$ cat src/rtl/mixer_pkg.sv
// rtl/mixer_pkg.sv - shared types and helper functions for the multi-bus voice mixer
package mixer_pkg;

  typedef enum logic [1:0] {
    ACCUM = 2'd0,
    DRAIN = 2'd1,
    SCALE = 2'd2
  } mix_state_e;

  // Accumulator width: one guard bit on top of the voice-count growth.
  function automatic int acc_w_f(input int data_w, input int n_voices);
    return data_w + $clog2(n_voices) + 1;
  endfunction

  // round(256*n/(n+2)) in Q0.8; only ever evaluated at elaboration.
  function automatic logic [7:0] norm_lut_f(input int n);
    return 8'((512 * n + n + 2) / (2 * n + 4));
  endfunction

  function automatic logic signed [63:0] sat_f(input logic signed [63:0] value, input int width);
    logic signed [63:0] hi;
    logic signed [63:0] lo;
    hi = (64'sd1 <<< (width - 1)) - 64'sd1;
    lo = -(64'sd1 <<< (width - 1));
    if (value > hi) return hi;
    else if (value < lo) return lo;
    else return value;
  endfunction

endpackage

$ cat src/rtl/mixer_scaler.sv
// rtl/mixer_scaler.sv - two-stage volume / normalise / saturate datapath for one bus
module mixer_scaler
  import mixer_pkg::*;
#(
  parameter int ACC_W   = 30,
  parameter int DATA_W  = 24,
  parameter int VOL_W   = 16,
  parameter int NORM_EN = 1
) (
  input  logic                     sys_clk,
  input  logic                     rst,
  input  logic                     c0_en,
  input  logic signed [ACC_W-1:0]  acc,
  input  logic signed [VOL_W-1:0]  vol,
  input  logic        [7:0]        norm,
  output logic signed [DATA_W-1:0] result
);

  localparam int P_W = ACC_W + VOL_W;
  localparam int Q_W = P_W + 9;

  logic signed [P_W-1:0] t_q;
  logic signed [Q_W-1:0] q_full;
  logic signed [Q_W-1:0] q_sel;

  always_ff @(posedge sys_clk) begin
    if (rst) begin
      t_q <= '0;
    end else if (c0_en) begin
      t_q <= (P_W'(acc) * P_W'(vol)) >>> 8;
    end
  end

  // Second cycle is combinational; the caller registers it into its shadow slot.
  assign q_full = Q_W'(t_q) * Q_W'($signed({1'b0, norm}));
  assign q_sel  = (NORM_EN != 0) ? (q_full >>> 8) : Q_W'(t_q);
  assign result = DATA_W'(sat_f(64'(q_sel), DATA_W));

endmodule

$ cat src/rtl/voice_mixer_mc.sv
// rtl/voice_mixer_mc.sv - per-voice gain, multi-bus routing and frame-end scaling mixer
module voice_mixer_mc
  import mixer_pkg::*;
#(
  parameter int DATA_W   = 24,
  parameter int N_VOICES = 32,
  parameter int N_OUT    = 2,
  parameter int GAIN_W   = 9,
  parameter int VOL_W    = 16,
  parameter int NORM_EN  = 1
) (
  input  logic                      sys_clk,
  input  logic                      rst,
  input  logic                      frame_start,
  input  logic                      frame_end,
  input  logic                      voice_valid,
  input  logic signed [DATA_W-1:0]  voice_sample,
  input  logic        [GAIN_W-1:0]  voice_gain,
  input  logic        [N_OUT-1:0]   voice_mask,
  input  logic signed [VOL_W-1:0]   master_volume,
  output logic [N_OUT*DATA_W-1:0]   mix_out,
  output logic                      mix_valid,
  output logic                      overrun,
  output logic                      busy
);

  localparam int ACC_W  = acc_w_f(DATA_W, N_VOICES);
  localparam int CNT_W  = $clog2(N_VOICES + 1);
  localparam int BI_W   = (N_OUT > 1) ? $clog2(N_OUT) : 1;
  localparam int PROD_W = DATA_W + GAIN_W + 1;
  localparam logic [CNT_W-1:0] N_MAX    = CNT_W'(N_VOICES);
  localparam logic [BI_W-1:0]  LAST_BUS = BI_W'(N_OUT - 1);

  mix_state_e                state;
  logic [BI_W-1:0]           bus_idx;
  logic                      phase;
  logic signed [DATA_W+1:0]  prod_q;
  logic                      prod_v;
  logic [N_OUT-1:0]          prod_mask;
  logic signed [ACC_W-1:0]   acc [N_OUT];
  logic [CNT_W-1:0]          n_active;
  logic signed [VOL_W-1:0]   vol_q;
  logic signed [DATA_W-1:0]  shadow [N_OUT];
  logic [7:0]                norm_lut [N_VOICES+1];
  logic signed [DATA_W-1:0]  scaled;
  logic [N_OUT*DATA_W-1:0]   mix_next;
  logic signed [PROD_W-1:0]  prod_full;

  for (genvar i = 0; i <= N_VOICES; i++) begin : g_lut
    assign norm_lut[i] = norm_lut_f(i);
  end

  logic in_accum, close_frame, open_frame, full, accept, drop, late_ctrl;
  assign in_accum    = (state == ACCUM);
  assign busy        = !in_accum;
  assign close_frame = in_accum && frame_end;
  // A frame_start coinciding with frame_end is dropped; the auto-clear covers it.
  assign open_frame  = in_accum && frame_start && !frame_end;
  assign full        = (n_active == N_MAX);
  assign accept      = in_accum && voice_valid && (open_frame || !full);
  assign drop        = voice_valid && !accept;
  assign late_ctrl   = !in_accum && (frame_start || frame_end);

  assign prod_full = PROD_W'(voice_sample) * PROD_W'($signed({1'b0, voice_gain}));

  mixer_scaler #(
    .ACC_W  (ACC_W),
    .DATA_W (DATA_W),
    .VOL_W  (VOL_W),
    .NORM_EN(NORM_EN)
  ) u_scaler (
    .sys_clk(sys_clk),
    .rst    (rst),
    .c0_en  ((state == SCALE) && !phase),
    .acc    (acc[bus_idx]),
    .vol    (vol_q),
    .norm   (norm_lut[n_active]),
    .result (scaled)
  );

  // The last bus bypasses its shadow slot so every bus lands in the same cycle.
  always_comb begin
    mix_next = '0;
    for (int k = 0; k < N_OUT; k++) mix_next[k*DATA_W +: DATA_W] = shadow[k];
    mix_next[(N_OUT-1)*DATA_W +: DATA_W] = scaled;
  end

  always_ff @(posedge sys_clk) begin
    if (rst) begin
      state     <= ACCUM;
      bus_idx   <= '0;
      phase     <= 1'b0;
      prod_q    <= '0;
      prod_v    <= 1'b0;
      prod_mask <= '0;
      n_active  <= '0;
      vol_q     <= '0;
      mix_out   <= '0;
      mix_valid <= 1'b0;
      overrun   <= 1'b0;
      for (int k = 0; k < N_OUT; k++) begin
        acc[k]    <= '0;
        shadow[k] <= '0;
      end
    end else begin
      mix_valid <= 1'b0;
      prod_v    <= accept;
      if (accept) begin
        prod_q    <= (DATA_W+2)'(prod_full >>> (GAIN_W - 1));
        prod_mask <= voice_mask;
      end
      if (drop || late_ctrl) overrun <= 1'b1;

      case (state)
        ACCUM: begin
          if (close_frame) begin
            state <= DRAIN;
            vol_q <= master_volume;
          end
          if (open_frame) begin
            for (int k = 0; k < N_OUT; k++) acc[k] <= '0;
            n_active <= accept ? CNT_W'(1) : '0;
          end else begin
            for (int k = 0; k < N_OUT; k++)
              if (prod_v && prod_mask[k]) acc[k] <= acc[k] + ACC_W'(prod_q);
            if (accept) n_active <= n_active + CNT_W'(1);
          end
        end
        DRAIN: begin
          for (int k = 0; k < N_OUT; k++)
            if (prod_v && prod_mask[k]) acc[k] <= acc[k] + ACC_W'(prod_q);
          state   <= SCALE;
          bus_idx <= '0;
          phase   <= 1'b0;
        end
        SCALE: begin
          phase <= !phase;
          if (phase) begin
            shadow[bus_idx] <= scaled;
            bus_idx         <= bus_idx + BI_W'(1);
            if (bus_idx == LAST_BUS) begin
              mix_out   <= mix_next;
              mix_valid <= 1'b1;
              state     <= ACCUM;
              n_active  <= '0;
              for (int k = 0; k < N_OUT; k++) acc[k] <= '0;
            end
          end
        end
        default: state <= ACCUM;
      endcase
    end
  end

endmodule
$ cat config.mk
export PLATFORM = sky130hd
export DESIGN_NAME = voice_mixer_mc
export DESIGN_NICKNAME = d
export VERILOG_FILES = /design/src/rtl/mixer_pkg.sv /design/src/rtl/mixer_scaler.sv /design/src/rtl/voice_mixer_mc.sv
export SDC_FILE = /design/constraint.sdc
export NUM_CORES = 2
export LEC_CHECK = 0
export BUFFER_PORTS_ARGS = -buffer_cell sky130_fd_sc_hd__buf_4
export CORE_ASPECT_RATIO = 0.6
export CORE_MARGIN = 5
export CORE_UTILIZATION = 40
export DETAILED_ROUTE_END_ITERATION = 10
export HOLD_SLACK_MARGIN = 0.03
export PLACE_DENSITY = 0.53
export SLEW_MARGIN = 40
export SYNTH_ARGS = -nofsm -noshare
export SYNTH_HDL_FRONTEND = slang
export SYNTH_SLANG_ARGS = --single-unit
$ cat constraint.sdc
create_clock -name sys_clk -period 9.5 [get_ports sys_clk]
set_input_delay 1.9 -clock sys_clk [delete_from_list [all_inputs] [get_ports sys_clk]]
set_output_delay 1.9 -clock sys_clk [all_outputs]
set_load 0.02 [all_outputs]
; After elaboration in Yosys (flattened, before gate mapping)
; Memory sizes are Yosys's and may differ from the RTL's. A register that Yosys moved wholly into a read port is not among the register bits.
; Index checks and enable logic that the tools add are counted.
; W data, S select, Z words.
[word_totals]
mem_bits_rw = 108
output_inout_bits = 51
mem_bits_ro = 512
wordCells = 129
ff_bits = 143
in_bits = 56
memories = 3
latchBits = 0
[op_classes]
eq_ne = 7
order_cmp = 3
addsub = 4
mux = 61
multipliers = 3
n_shift = 0
div = 0
reduce_logical = 27
bitwise_logic = 9
[mem_list]
columns = memory, depth, width, rd, rd_clocked_by_memory_dff, write_ports, line_no
row1 = (no name shown), 64, 8, 1, 0, 0, voice_mixer_mc.sv:77  ; .norm (norm_lut[n_active]),
row2 = acc, 2, 30, 3, 1, 2, voice_mixer_mc.sv:40  ; logic signed [ACC_W-1:0] acc [N_OUT];
row3 = shadow, 2, 24, 1, 1, 2, voice_mixer_mc.sv:43  ; logic signed [DATA_W-1:0] shadow [N_OUT];
[ops]
columns = operator, n
row1 = $mux W30, 8
row2 = $mux W24, 3
row3 = $add A30 B26 Y30, 2
row4 = $mul A38 B9 Y47, 1
row5 = $mul A30 B16 Y46, 1
row6 = $gt A39 B24 Y1 const B, 1
row7 = $lt A39 B24 Y1 const B, 1
row8 = $mux W1, 37
row9 = $mul A24 B10 Y34, 1
row10 = $mux W6, 4
row11 = $reduce_or A24 Y1, 1
row12 = $mux W8, 2
row13 = $pmux W6 S2, 1
row14 = $logic_and A1 B1 Y1, 10
row15 = $or A1 B1 Y1, 8
row16 = $ge A7 B7 Y1 const B, 1
row17 = $not A6 Y7, 1
row18 = $add A6 B1 Y6 const B, 1
row19 = $eq A6 B6 Y1 const B, 1
row20 = $mux W2, 3
row21 = $pmux W2 S3, 1
row22 = $reduce_and A3 Y1, 2
row23 = $logic_not A1 Y1, 5
row24 = $ne A2 B2 Y1 const B, 2
row25 = other kinds (11), 16

; Logic depth before layout (Yosys ltp)
[depth]
depth_word = 11
mapped_depth = 32
ltp_nobuf = 28

; Modules after synthesis
; From an unflattened synthesis, not the netlist that was laid out.
[unflattened]
hier_cells = 5068
hier_area_um2 = 45590.0
[modules_own_cells]
columns = mod, area_each_um2, n_inst, cells_per_inst, seq_area_each_um2
row1 = mixer_scaler, 28137.0, 1, 3183, 760.7
row2 = voice_mixer_mc, 17453.0, 1, 1885, 4644.5

; Least setup slack after synthesis
; OpenSTA, ideal clock, no wires.
[synth_timing]
kind = register to register
start = reg n_active[0]
end = mem shadow[0][10] (data pin)
setup_time_ns = 0.283
synth_period_minus_slack_ns = 8.098
required_ns = 9.217
path_buffers = 3
arrival_time_ns = 7.815
stages_incl_launch_ff = 29
slack_ns = 1.402
cell_sequence = dfxtp_1 clkbuf_1 inv_1 ha_1 mux2_2 o22ai_1 nor3_1 clkbuf_1 nand2_1 fa_1 inv_1 fa_1 fa_1 inv_1 fa_1 inv_1 ha_1 nand2_1 o21a_1 nor3b_1 a2111oi_4 nor3_1 o31ai_1 xor2_1 or4_1 or4_4 o311ai_4 buf_6 a211oi_2
[synth_rtl]
columns = item, line_no
row1 = "start, declared", voice_mixer_mc.sv:41  ; logic [CNT_W-1:0] n_active;
row2 = "start signal, assigned", voice_mixer_mc.sv:122  ; n_active <= accept ? CNT_W'(1) : '0;
row3 = "start signal, assigned", voice_mixer_mc.sv:126  ; if (accept) n_active <= n_active + CNT_W'(1);
row4 = "end, declared", voice_mixer_mc.sv:43

==> results.txt <==
The clock reaches the later pin of the worst-skew pair after 0.61 ns. After detailed routing, the wire length on met1 is 67,270 um. Entering global routing, the biggest net connects 55 pins. Summed over all failing endpoints, the final setup total negative slack is 0 ns. Once placement finished, the instance area stood at 48,140 um2.

After layout, the minimum clock period comes to 8.989 ns. The sequential cell area came out at 5421 um2. For the count of filler cells inserted in the layout, the log shows 11,410. Dividing total power by cell area gives a power density of 161.8 nW/um2. The initial antenna violation count came out at 4. By count the netlist is led by 1,025 x sky130_fd_sc_hd__inv_1, 869 x sky130_fd_sc_hd__fa_1, 825 x sky130_fd_sc_hd__nand2_1.

STA classifies the critical path startpoint as a register. No sink is reached through more buffers than the 3 on the longest clock path. For this run the aggregate overflow at the end of global routing stands at 0.

Area share of the largest cell type after synthesis: 37.99%. For this design, the slowest cell found on the critical path is sky130_fd_sc_hd__dfxtp_1. The largest single stage delay on the critical path is 0.58 ns.

After synthesis, the cell types taking the most area are sky130_fd_sc_hd__fa_1 38%, sky130_fd_sc_hd__ha_1 9.4%, sky130_fd_sc_hd__inv_1 8.4%. The area growth from synthesis to layout is 7.192%. The die height works out to 272.1 um. Peak supply drop: 0.1678 mV. The flow ran to the end, and the final reports show no timing, DRC or antenna violations. The worst setup path is captured at a register. The first global-routing pass estimated 207,800 um of wire. Data on the critical path arrives at its endpoint at 9.32 ns. In this run the static leakage power is 22.63 nW. The overall global routing resource usage is 21.57%, and the mean post-synth cell area is 8.831 um2. The number of levels in the clock H-tree is 1.

The root buffer selected by CTS was sky130_fd_sc_hd__clkbuf_16. After the first detailed-routing iteration, the DRC count stood at 2,369. The count of state elements after synthesis is 228, and the summed instance area of the synthesized netlist is 45,790 um2.

Setup repair after global routing left no endpoint under its margin. In the finished design, the share of the clock period the worst path needs comes to 94.62%. The tools report the launch instance of the worst min-delay path as shadow[0][4]$_SDFFCE_PN0P_.

The DRC violation count after routing came out at 0. The hold violation count in the final report was 0; the average wire per standard cell was 19.29 um. After clock tree synthesis, the clock-pin slew on the worst setup and hold paths is 0.06 ns. For the detailed-router iteration count before antenna repair, the log shows 5.

Pin placement for this block handled 107 I/O pins. The highest achievable clock rate was 111.2 MHz. After detailed routing, the number of vias per cell comes to 5.140. In this run the worst setup path begins at n_active[1]$_SDFFE_PP0P_. The count of clock tree sinks was 228; the transition time at the pin with the least slew margin was 0.9096 ns. The tools report the total placed cells including tap cells as 6,634. Routed wire length on met2: 52,760 um. After synthesis, the share of flip-flops with an asynchronous set or reset is 0%. Measured against its own limit, the worst slew margin works out to 39.36%. The highest routed metal layer is met5. The die covers 121,600 um2.

The core area is 114,000 um2, and the max-capacitance violation count is 0. Counting every instance in the synthesized netlist gives 5,185. In this run the remaining antenna-violating nets after routing total 0. The final weighted congestion in routability-driven placement was 0.8688; the path depth of the worst reg2reg path was 29. For this run, the share of the core covered by cells in the final layout is 43.06%.

Summing the sequential cell areas from Yosys gives 11.80% of the chip area. The final routed wirelength across all metal layers was 129,000 um. The path with the worst hold slack has its endpoint at mix_out[4]$_SDFFE_PP0P_. Along the worst hold path, the cell count comes to 2.

In this run the worst path has a maximum fanout of 25. Worst clock skew on the final layout: 0.04569 ns. The largest total area in the synthesized netlist belongs to sky130_fd_sc_hd__fa_1.

The commonest register cell after synthesis is sky130_fd_sc_hd__dfxtp_1. The met3 wirelength from detailed routing was 7432 um. The number of clock buffers added by TritonCTS is 27. Once detailed placement completed, the half-perimeter wirelength came to 102,900 um. Setup violations remaining at the end of the flow were counted as 0. The required arrival time at the worst endpoint came out at 9.83 ns. The die width was 446.8 um. TritonCTS built the clock tree. After floorplanning, the core was divided into 96 placement rows. Hold repair after CTS inserted 0 buffers. The endpoint identified for the worst register-to-register timing path is shadow[0][2]$_SDFFCE_PN0P_. The tools report the initial core utilization as 40.17%.

The tools report the startpoint of the most critical register-to-register path as n_active[1]$_SDFFE_PP0P_. The run gives 6,453 as the net count after synthesis. Yosys mapped a number of flops with a built-in enable equal to 84. The final layout contains 6,412 nets. For the distinct cell type count after synthesis, the log shows 82. The finished cells cover 49,080 um2.

The final max-slew violation count is 0, and the fraction of layout instances using a drive strength above 1 is 6.544%. The worst setup path is of the register to register kind. In the final layout, the multi-input gates occupy 35,750 um2. The logs give 0 for the total number of yosys warnings and 0.51 ns for the flop-to-flop setup slack. The count of vias placed by the detailed router was 34,380. Leading cell type by number of instances after synthesis: sky130_fd_sc_hd__inv_1.

The tools report the via count of the first global-routing pass as 35,470. In this run the tool buffered the top-level ports with 106 buffer cells. The path type of the worst min-delay path is register to register. After the flow finishes, the layout carries non-filler instances totaling 6,688.
==> stage by stage <==
step | power [mW] | hold slack [ns] | setup slack, ns
final | 7.943 | 0.4569 | 0.5109
after global routing | 8.833 | 0.4808 | 0.1319
after CTS | 8.003 | 0.4635 | 0.5110
after detailed placement | 6.827 | 0.4376 | 0.5476
after global placement | 6.769 | 0.4323 | 0.6427
after floorplan | 5.292 | 0.4178 | 1.402
==> state kept, by name, indices dropped and copies added (netlist names), named ones only <==
signal and count:
vol_q 16, prod_q 26, shadow 24, overrun 1, mix_out 48, mix_valid 1, prod_v 1, state 2
u_scaler.t_q 38, acc 60, prod_mask 2, bus_idx 1, n_active 6, phase 1
==> final cells by class <==
cell class / instances / area share, %
Timing Repair Buffer: 162 / 2.529
Clock inverter: 15 / 0.3365
Inverter: 1025 / 7.839
Clock buffer: 35 / 1.522
Antenna cell: 4 / 0.02039
Sequential cell: 228 / 11.05
Tap cell: 1519 / 3.872
Multi-Input combinational cell: 3700 / 72.83
==> cells in the final DEF (no fill, tap or decap), types with 7 or more instances in the layout <==
cell type and count:
sky130_fd_sc_hd__a2111oi_0 8, sky130_fd_sc_hd__a211o_1 7, sky130_fd_sc_hd__a211oi_1 24, sky130_fd_sc_hd__a211oi_2 20, sky130_fd_sc_hd__a21boi_0 9, sky130_fd_sc_hd__a21o_1 76
sky130_fd_sc_hd__a21oi_1 189, sky130_fd_sc_hd__a22oi_1 23, sky130_fd_sc_hd__a31oi_1 15, sky130_fd_sc_hd__and2_1 406, sky130_fd_sc_hd__and3_1 27, sky130_fd_sc_hd__and4_1 7
sky130_fd_sc_hd__buf_4 160, sky130_fd_sc_hd__clkbuf_16 28, sky130_fd_sc_hd__dfxtp_1 135, sky130_fd_sc_hd__dfxtp_2 7, sky130_fd_sc_hd__edfxtp_1 84, sky130_fd_sc_hd__fa_1 869
sky130_fd_sc_hd__ha_1 342, sky130_fd_sc_hd__inv_1 1024, sky130_fd_sc_hd__mux2_2 32, sky130_fd_sc_hd__mux2i_1 8, sky130_fd_sc_hd__nand2_1 824, sky130_fd_sc_hd__nand2b_1 16
sky130_fd_sc_hd__nand3_1 64, sky130_fd_sc_hd__nand3b_1 9, sky130_fd_sc_hd__nand4_1 19, sky130_fd_sc_hd__nor2_1 132, sky130_fd_sc_hd__nor2b_1 63, sky130_fd_sc_hd__nor3_1 46
sky130_fd_sc_hd__nor3b_1 9, sky130_fd_sc_hd__o211ai_1 20, sky130_fd_sc_hd__o21a_1 18, sky130_fd_sc_hd__o21ai_0 95, sky130_fd_sc_hd__o21bai_1 22, sky130_fd_sc_hd__o31ai_1 11
sky130_fd_sc_hd__or2_2 33, sky130_fd_sc_hd__or3_1 31, sky130_fd_sc_hd__xnor2_1 75, sky130_fd_sc_hd__xor2_1 50
==> per-layer routing <==
layer	up-vias	track usage, %
met5	-	0
met3	77	2.952
met2	809	31.26
li1	15900	-
met4	2	2.489
met1	17590	34.86
==> logic make-up (layout without fill, tap and decap cells) <==
logic type               count (synthesis)  in the layout  share of synthesized area (%)
XOR/XNOR                               125            125                          2.391
adder cells (fa/ha/maj)               1212           1212                          47.37
AO/OA/AOI/OAI                          603            603                          8.843
flip-flops                             228            228                          11.80
buffers and inverters                 1257           1237                          10.38
AND/OR/NAND/NOR                       1718           1718                          18.19
other                                    0              4                              0
multiplexers                            42             42                          1.017
==> where the power goes <==
group	switching (mW)	internal [mW]	total (mW)
Clock	0.492	0.639	1.13
Combinational	3.24	2.22	5.46
Sequential	0.233	1.12	1.35
==> critical path, delay by kind of cell, from the launching register on <==
kind	cells	cell delay, ns
AO/OA/AOI/OAI	9	1.96
XOR/XNOR	1	0.18
adder cells (fa/ha/maj)	6	2.72
buffers and inverters	6	1.06
flip-flops	1	0.58
multiplexers	1	0.15
AND/OR/NAND/NOR	6	2.06
==> repair_timing <==
item	in CTS	in global routing
endpoints found under the hold margin	0	0
resized for setup	0	1
buffers inserted	0	0
setup endpoints to repair	0	11
==> worst max path at each step <==
stage,endpoint,cells past startpoint
final,shadow[0][2]$_SDFFCE_PN0P_,29
after global routing,shadow[0][0]$_SDFFCE_PN0P_,29
after CTS,shadow[0][0]$_SDFFCE_PN0P_,29
after detailed placement,shadow[0][7]$_SDFFCE_PN0P_,29
after global placement,shadow[0][2]$_SDFFCE_PN0P_,29
after floorplan,shadow[0][10]$_SDFFCE_PN0P_,28
Note: power is estimated with default switching activity, not from simulation.
